## config.mk

```make
export PLATFORM = sky130hd
export DESIGN_NAME = alsu_param
export DESIGN_NICKNAME = d
export VERILOG_FILES = /design/src/rtl/alsu_pkg.sv /design/src/rtl/alsu_led_blinker.sv /design/src/rtl/alsu_param.sv
export SDC_FILE = /design/constraint.sdc
export NUM_CORES = 1
export LEC_CHECK = 0
export BUFFER_PORTS_ARGS = -buffer_cell sky130_fd_sc_hd__buf_2
export CORE_AREA = 5 5 68 70
export CTS_BUF_LIST = sky130_fd_sc_hd__clkbuf_4 sky130_fd_sc_hd__clkbuf_8
export CTS_CLUSTER_DIAMETER = 50
export DETAILED_ROUTE_END_ITERATION = 8
export DIE_AREA = 0 0 73 75
export PLACE_DENSITY = 0.83
export SYNTH_ARGS = -nofsm -noshare
export SYNTH_HDL_FRONTEND = slang
export SYNTH_SLANG_ARGS = --single-unit
```

## constraint.sdc

```tcl
create_clock -name clk -period 2.8 [get_ports clk]
set_clock_uncertainty 0.05 [all_clocks]
set_input_delay 0.14 -clock clk [delete_from_list [all_inputs] [get_ports clk]]
set_output_delay 0.14 -clock clk [all_outputs]
set_load 0.005 [all_outputs]
```

## src/rtl/alsu_pkg.sv

```systemverilog
// Shared opcode constants, LED width and invalid-operation decode for the ALSU.
// Latency: n/a (constants and a combinational helper only).
// Backpressure: n/a.
package alsu_pkg;

    localparam logic [2:0] OP_AND   = 3'b000;
    localparam logic [2:0] OP_XOR   = 3'b001;
    localparam logic [2:0] OP_ADD   = 3'b010;
    localparam logic [2:0] OP_MULT  = 3'b011;
    localparam logic [2:0] OP_SHIFT = 3'b100;
    localparam logic [2:0] OP_ROT   = 3'b101;

    localparam int ALSU_LED_W = 16;

    // Opcodes 110/111 are unassigned; reduction only makes sense for AND/XOR.
    function automatic logic is_invalid(input logic [2:0] opcode,
                                        input logic       red_a,
                                        input logic       red_b);
        logic bad_op;
        logic bad_red;
        bad_op  = (opcode == 3'b110) || (opcode == 3'b111);
        bad_red = (red_a || red_b) && (opcode != OP_AND) && (opcode != OP_XOR);
        return bad_op || bad_red;
    endfunction

endpackage

```

## src/rtl/alsu_led_blinker.sv

```systemverilog
// Error LED pattern: all-on at an invalid op, then inverts every BLINK_DIV cycles while err holds.
// Latency: 1 cycle from set_err/clr to leds.
// Backpressure: none; set_err and clr are single-cycle events, set_err wins.
module alsu_led_blinker
    import alsu_pkg::*;
#(
    parameter int BLINK_DIV = 1
) (
    input  logic                  clk,
    input  logic                  rst,
    input  logic                  set_err,
    input  logic                  clr,
    input  logic                  err,
    output logic [ALSU_LED_W-1:0] leds
);

    localparam int            CW   = $clog2(BLINK_DIV + 1);
    localparam logic [CW-1:0] LAST = CW'(BLINK_DIV - 1);

    logic [CW-1:0] cnt;

    // New error restarts the pattern lit; a good result blanks it; otherwise blink while err holds.
    always_ff @(posedge clk or negedge rst) begin
        if (!rst) begin
            cnt  <= '0;
            leds <= '0;
        end else if (set_err) begin
            cnt  <= '0;
            leds <= '1;
        end else if (clr) begin
            cnt  <= '0;
            leds <= '0;
        end else if (err) begin
            if (cnt == LAST) begin
                cnt  <= '0;
                leds <= ~leds;
            end else begin
                cnt <= cnt + 1'b1;
            end
        end
    end

endmodule

```

## src/rtl/alsu_param.sv

```systemverilog
// Parametrised two-stage ALSU: input register stage, then compute into the out/err registers.
// Latency: exactly 2 cycles from inputs to out; one operation per cycle.
// Backpressure: none; valid_in=0 bubbles hold out and err, valid_out marks updated cycles.
module alsu_param
    import alsu_pkg::*;
#(
    parameter int WIDTH      = 3,
    parameter int FULL_ADDER = 1,
    parameter int BLINK_DIV  = 1
) (
    input  logic                  clk,
    input  logic                  rst,
    input  logic                  valid_in,
    input  logic [WIDTH-1:0]      A,
    input  logic [WIDTH-1:0]      B,
    input  logic [2:0]            opcode,
    input  logic                  cin,
    input  logic                  serial_in,
    input  logic                  direction,
    input  logic                  red_op_A,
    input  logic                  red_op_B,
    input  logic                  bypass_A,
    input  logic                  bypass_B,
    output logic                  valid_out,
    output logic [2*WIDTH-1:0]    out,
    output logic [ALSU_LED_W-1:0] leds,
    output logic                  err
);

    localparam int OW = 2 * WIDTH;

    logic             v1;
    logic [WIDTH-1:0] a1;
    logic [WIDTH-1:0] b1;
    logic [2:0]       op1;
    logic             cin1;
    logic             sin1;
    logic             dir1;
    logic             ra1;
    logic             rb1;
    logic             ba1;
    logic             bb1;

    logic [OW-1:0]    res;
    logic             inv;
    logic             red_bit;
    logic             cin_eff;
    logic             set_err;
    logic             clr;

    // Stage 1: capture every input unconditionally; v1 qualifies the captured set.
    always_ff @(posedge clk or negedge rst) begin
        if (!rst) begin
            v1   <= 1'b0;
            a1   <= '0;
            b1   <= '0;
            op1  <= '0;
            cin1 <= 1'b0;
            sin1 <= 1'b0;
            dir1 <= 1'b0;
            ra1  <= 1'b0;
            rb1  <= 1'b0;
            ba1  <= 1'b0;
            bb1  <= 1'b0;
        end else begin
            v1   <= valid_in;
            a1   <= A;
            b1   <= B;
            op1  <= opcode;
            cin1 <= cin;
            sin1 <= serial_in;
            dir1 <= direction;
            ra1  <= red_op_A;
            rb1  <= red_op_B;
            ba1  <= bypass_A;
            bb1  <= bypass_B;
        end
    end

    // Stage 2 result in priority order: bypass A, bypass B, invalid, reduction, opcode.
    always_comb begin
        res     = '0;
        cin_eff = (FULL_ADDER != 0) ? cin1 : 1'b0;
        inv     = is_invalid(op1, ra1, rb1) && !ba1 && !bb1;
        // A wins over B; reduction is only reached for AND/XOR.
        if (ra1) begin
            red_bit = (op1 == OP_AND) ? (&a1) : (^a1);
        end else begin
            red_bit = (op1 == OP_AND) ? (&b1) : (^b1);
        end
        if (ba1) begin
            res = OW'(a1);
        end else if (bb1) begin
            res = OW'(b1);
        end else if (inv) begin
            res = '0;
        end else if (ra1 || rb1) begin
            res = OW'(red_bit);
        end else begin
            case (op1)
                OP_AND:   res = OW'(a1 & b1);
                OP_XOR:   res = OW'(a1 ^ b1);
                OP_ADD:   res = OW'(a1) + OW'(b1) + OW'(cin_eff);
                OP_MULT:  res = OW'(a1) * OW'(b1);
                // Shift and rotate work on the live out register so back-to-back ops chain.
                OP_SHIFT: res = dir1 ? {out[OW-2:0], sin1} : {sin1, out[OW-1:1]};
                OP_ROT:   res = dir1 ? {out[OW-2:0], out[OW-1]} : {out[0], out[OW-1:1]};
                default:  res = '0;
            endcase
        end
        set_err = v1 && inv;
        clr     = v1 && !inv;
    end

    // Stage 2 registers: out/err only move on a qualified operation; valid_out tracks v1.
    always_ff @(posedge clk or negedge rst) begin
        if (!rst) begin
            out       <= '0;
            err       <= 1'b0;
            valid_out <= 1'b0;
        end else begin
            valid_out <= v1;
            if (v1) begin
                out <= res;
                err <= inv;
            end
        end
    end

    alsu_led_blinker #(
        .BLINK_DIV (BLINK_DIV)
    ) u_blinker (
        .clk     (clk),
        .rst     (rst),
        .set_err (set_err),
        .clr     (clr),
        .err     (err),
        .leds    (leds)
    );

endmodule

```

* Word-level counts from Yosys, hierarchy flattened
Cells that the tools add are included.
** Storage, ports and cells
- Register bits after elaboration :: 42
- Bits in latches :: 0
- Bits in writable memories :: 0
- ROM bits :: 0
- Input bits :: 19
- Output and inout port bits :: 24
- Logic and storage cells :: 70
- Memories :: 0
** Operators by class
- Add/sub/neg operators :: 3
- $mul :: 1
- Div/mod/pow operators :: 0
- Order comparisons :: 0
- Equal/unequal tests :: 9
- Shifts and indexed selects :: 0
- Muxes and demuxes :: 18
- Bitwise logic cells :: 3
- Reduce and logical (&&, ||, !) cells :: 20
** Operators with widths (number)
- 16-bit two-way mux :: 4
- 6-bit two-way mux :: 6
- 6-bit one-hot mux with 6 select lines :: 1
- 16-bit inverter :: 1
- 3-bit equality test, second input constant :: 4
- 1-bit two-way mux :: 7
- 3-bit by 2-bit equality test with 1-bit output, second input constant :: 2
- 1-bit logical AND :: 6
- 3-bit by 3-bit multiplier with 6-bit output :: 1
- 3-bit AND reduction :: 2
- 3-bit nonzero test :: 2
- 3-bit parity :: 2
- 4-bit by 1-bit adder with 5-bit output :: 1
- 3-bit by 3-bit adder with 4-bit output :: 1
- 3-bit bitwise AND :: 1
- 3-bit by 1-bit equality test with 1-bit output, second input constant :: 1
- 1-bit zero test :: 3
- 3-bit zero test :: 1
- 1-bit logical OR :: 3
- 3-bit by 1-bit inequality test with 1-bit output, second input constant :: 1
- 3-bit inequality test, second input constant :: 1
- 3-bit XOR :: 1
- 2-bit AND reduction :: 1
- 1-bit adder, second input constant :: 1

* Depth between registers and ports, before layout
- Depth in word-level cells :: 10
- Mapped depth :: 9
- Gate-level depth less buffers :: 9

* Cells and area by module
From an unflattened synthesis, not the netlist that was laid out.
** Second synthesis, totals
- Cell total of the unflattened synthesis :: 183
- Area, all modules :: 2217.1 um^2
** By module, submodules not included
- alsu_param :: instances 1, cells an instance 130, area an instance 1511.4 um^2, seq. area each 625.6 um^2
- alsu_led_blinker :: instances 1, cells an instance 53, area an instance 705.7 um^2, seq. area each 400.4 um^2

* Worst setup path before layout
OpenSTA, ideal clock, no wires.
- Path kind :: register to register
- Start :: reg a1[1]
- End :: reg out[3]
- Setup time :: 0.121 ns
- Data arrival time :: 2.118 ns
- Required time :: 2.629 ns
- Setup slack :: 0.511 ns
- Cell stages (with the launch flop) :: 10
- Buffers on the path :: 0
- Clock period less this slack :: 2.289 ns
- Path through :: dfrtp_1 ha_1 xnor2_1 ha_1 ha_1 fa_1 nand2_1 o21ai_0 o2bb2ai_1 a22o_1
** Between the ends
- Cells in the longest elaborated chain, start to end :: 7
- Elaborated cells between the ends (all ways) :: 8
- Those cells by class :: 2 x add/sub; 1 x mul; 5 x mux
** RTL lines
- start: declaration :: RTL line alsu_param.sv:33 : logic [WIDTH-1:0] a1;
- start signal: assignment :: RTL line alsu_param.sv:55 : a1 <= '0;
- start signal: assignment :: RTL line alsu_param.sv:67 : a1 <= A;
- 3-bit by 3-bit adder with 4-bit output :: RTL line alsu_param.sv:103 : OP_ADD: res = OW'(a1) + OW'(b1) + OW'(cin_eff);
- 4-bit by 1-bit adder with 5-bit output :: RTL line alsu_param.sv:103
- 6-bit one-hot mux with 6 select lines * :: RTL line alsu_param.sv:100 : case (op1)
- 6-bit two-way mux * :: RTL line alsu_param.sv:97 : end else if (ra1 || rb1) begin
- 6-bit two-way mux * :: RTL line alsu_param.sv:95 : end else if (inv) begin
- 6-bit two-way mux * :: RTL line alsu_param.sv:93 : end else if (bb1) begin
- 6-bit two-way mux * :: RTL line alsu_param.sv:91 : if (ba1) begin
- end signal: assignment :: RTL line alsu_param.sv:124 : out <= res;
- end: declaration :: RTL line alsu_param.sv:25 : output logic [2*WIDTH-1:0] out,
Mark *: on every way between the ends. The rest lies on a longest branch, timed or not.
A chain may end at the register's enable or synchronous reset.

* Worst setup path in the final report
Same ends and word-level chain as after synthesis.

==> results by group <==
Global route
  • Most used routing layer: met2
  • Gr usage total: 0.1906
  • Initial antenna violation count: 0
  • GR Layer Usage met1: 0.2522
  • Met2 global-route usage: 0.3069
  • First-pass GRT wire length: 7852 µm
  • Total grt overflow: 0
  • Grt met3 use: 0.04272
  • Pin count of the biggest net entering global routing: 42
  • Vias in the first global route: 1659

Timing
  • Unrepaired setup endpoints after global routing: false
  • Fin crit share: 0.8709
  • Fmax achieved: 0.4101 GHz
  • Fin. max-slew vios: 0
  • Min Clock Period, post-route: 2.439 ns
  • Fin Setup TNS: 0 ns
  • Worst-Margin Slew: 0.8642 ns
  • Final Hold Viols: 0
  • Final setup viols: 0
  • Slew HR: 0.4238

Power
  • Power Density: 548.5 nW/µm²
  • Overall Power: 1.464 mW
  • Clk network pwr share: 0.338
  • Int Power: 1.090 mW
  • VDD IR-drop max: 317.4 µV
  • Sw Ratio: 0.2552
  • Sw power: 0.3736 mW
  • Seq pwr share: 0.484
  • Leakage: 1.230 nW
  • Combinational power share: 0.178

Die
  • Die Height: 75 µm
  • Die ar.: 5475 µm²
  • Row cnt: 23
  • Io pins: 43
  • Die width: 73 µm
  • Core Area: 3914 µm²
  • Initial Util: 0.5473

Drt
  • Pre-Repair DR Iteration Count: 4
  • Routed wire per std cell: 15.67 µm
  • Post-Route WL: 4670 µm
  • Routed vias: 1638
  • Detailed-route DRC error count: 0
  • Drt initial violations: 77
  • Antenna Nets Post-Route: 0
  • Routed vias/inst: 5.497

Layout
  • Most frequent cells in the layout: 42 x buf_2, 41 x dfrtp_1, 18 x xnor2_1, 18 x dlygate4sd3_1, 13 x o21ai_1
  • Area Overhead vs Synth: 24.59%
  • Fill cells: 301
  • Share of cells above drive strength 1: 0.2419
  • Commonest non-fill, non-tap cell in the layout: buf_2
  • # diodes: 0
  • Nets: 281

Critical path
  • CP Class: flip-flop to flip-flop
  • Critical path launch point type: flip-flop
  • Critical Path Fanout Max: 7
  • Critical Path AT: 2.57 ns
  • Crit path capture type: flip-flop
  • Critical Path RT: 2.94 ns

Synthesis
  • FFs w/ async S/R, synth: 1.000
  • Mapped Area: 2142 µm²
  • Largest family of logic cells by synthesized area: compound AO/OA/AOI/OAI gates
  • Seq cells post-synth: 41
  • Mux share of post-synthesis cell area: 0.04322
  • EDFF count, synth: 0
  • Avg Cell Area, Syn: 11.33 µm²
  • Synth Warn #: 0
  • Dominant synthesized flop cell: dfrtp_1
  • Compound-gate portion of the synthesized area: 0.1706
  • Post-synthesis cell count: 189
  • Synth Area in XOR/XNOR: 0.08178
  • Unique masters post-synth: 45
  • Simple-Gate Fraction of Synth Area: 0.09696
  • Post-Syn Nets: 223
  • Adder-Cell Fraction of Synth Area: 0.09813
  • Seq/Total Area, Yosys: 0.4790

Clock tree
  • H-tree levels: 2
  • # Post-CTS Setup Buffers: 0
  • Clock-pin slew on the worst setup and hold paths: 0.08 ns
  • Root Driver: clkbuf_8
  • CTS sink cnt: 41
  • Worst skew pair latency: 0.29 ns
  • TritonCTS clock tree: built
  • TritonCTS Buffers: 5
  • Clock Tree Buf Depth: 2

Placement
  • Detailed Place HPWL: 3116 µm
  • PortBufs: 42
  • Final GP Congestion: 0.8948

Hold path
  • Min-delay worst type: input port to flip-flop

Run status
  • Status: finished, final reports clean

Job
  • Max-cap violations: 0
-- per-stage QoR --
stage                     setup WS [ns]  hold WS, ns  cell area, µm²    util  std cells
after floorplan                  0.5111      -0.2056            2142       -        189
after global placement           0.4289       0.1983            2369  0.6052        272
after detailed placement         0.3731       0.1993            2369  0.6052        272
after CTS                        0.3770       0.4262            2669  0.6819        298
after global routing             0.1989       0.4288            2669  0.6819        298
final                            0.3615       0.4352            2669  0.6819        298
-- kinds of logic (layout without fill, tap and decap cells) --
family / count (synthesis) / after routing
compound gates: 54 / 54
xor+xnor: 20 / 20
fa+ha+maj: 15 / 15
buf+inv: 13 / 72
flops: 41 / 41
mux: 8 / 8
simple gates: 38 / 38
-- what timing repair did --
| item | in CTS | in global routing |
|---|---|---|
| hold buffers | 18 | 0 |
| endpoints found under the hold margin | 58 | 0 |
| gates resized for setup | 0 | 0 |
-- synth_stat cells, types with 2 or more instances --
library cell	n	share of area
dfrtp_1	41	0.48
xnor2_1	18	0.074
o21ai_1	13	0.030
ha_1	12	0.070
o21ai_0	10	0.023
nand2_1	8	0.014
a21oi_1	7	0.016
and2_1	5	0.015
nor2b_1	5	0.015
buf_2	4	0.0093
clkbuf_1	4	0.0070
mux2i_1	4	0.019
nand3_1	4	0.0093
nor2_1	4	0.0070
a22o_1	3	0.012
fa_1	3	0.028
inv_1	3	0.0053
nand2b_1	3	0.0088
nand3b_1	3	0.011
nor3_1	3	0.0070
a21o_1	2	0.0070
a221oi_1	2	0.0082
a22oi_2	2	0.012
mux2_4	2	0.014
o211ai_1	2	0.0070
o22ai_1	2	0.0058
xor2_1	2	0.0082
-- per-layer routing --
layer,vias to the layer above,part of all wire
met5,-,0
met4,0,0.018
met3,10,0.046
met2,43,0.50
met1,798,0.43
li1,787,-
-- critical path, stage by stage, from the launching register on --
cell and delay [ns]:
dfrtp_1 0.48, ha_1 0.27, xnor2_1 0.16, ha_1 0.25, ha_1 0.23, fa_1 0.43, nand2_1 0.06, o21ai_0 0.08
o2bb2ai_1 0.14, a22o_1 0.19
-- registers in the layout (all words and copies together) (netlist names) --
signal / flops
sin1: 1
v1: 1
ra1: 1
ba1: 1
rb1: 1
bb1: 1
cin1: 1
a1: 3
err: 1
valid_out: 1
b1: 3
out: 6
u_blinker.leds: 16
op1: 3
dir1: 1
-- power by group through the flow --
stage | logic [mW] | registers, mW | clock network [mW]
floorplan | 0.165 | 0.699 | 0
global placement | 0.236 | 0.719 | 0
detailed placement | 0.241 | 0.719 | 0
CTS | 0.263 | 0.708 | 0.506
global route | 0.296 | 0.718 | 0.529
finish | 0.261 | 0.709 | 0.494
-- cell type report --
| cell class | count | area (µm²) | area share |
|---|---|---|---|
| Inverter | 3 | 11.26 | 0.004219 |
| Sequential cell | 41 | 1026 | 0.3844 |
| Tap cell | 50 | 62.56 | 0.02344 |
| Clock buffer | 7 | 90.09 | 0.03376 |
| Clock inverter | 1 | 30.03 | 0.01125 |
| Multi-Input combinational cell | 135 | 1051 | 0.3938 |
| Timing Repair Buffer | 61 | 397.9 | 0.1491 |
-- worst paths after layout --
| kind | endpoint | from | depth (start not counted) | slack, ns |
|---|---|---|---|---|
| setup / recovery | out[3]$_DFFE_PN0P_ | a1[1]$_DFF_PN0_ | 9 | 0.36 |
| hold / removal | cin1$_DFF_PN0_ | cin | 2 | 0.44 |
| setup reg to reg | out[3]$_DFFE_PN0P_ | a1[1]$_DFF_PN0_ | 9 | 0.36 |
| hold reg to reg | u_blinker.leds[12]$_DFFE_PN0P_ | u_blinker.leds[12]$_DFFE_PN0P_ | 2 | 0.51 |
| max in group asynchronous | op1[2]$_DFF_PN0_ | rst | 2 | 1.70 |
| min in group asynchronous | out[1]$_DFFE_PN0P_ | rst | 2 | 0.46 |
(Power assumes the default switching activity.)
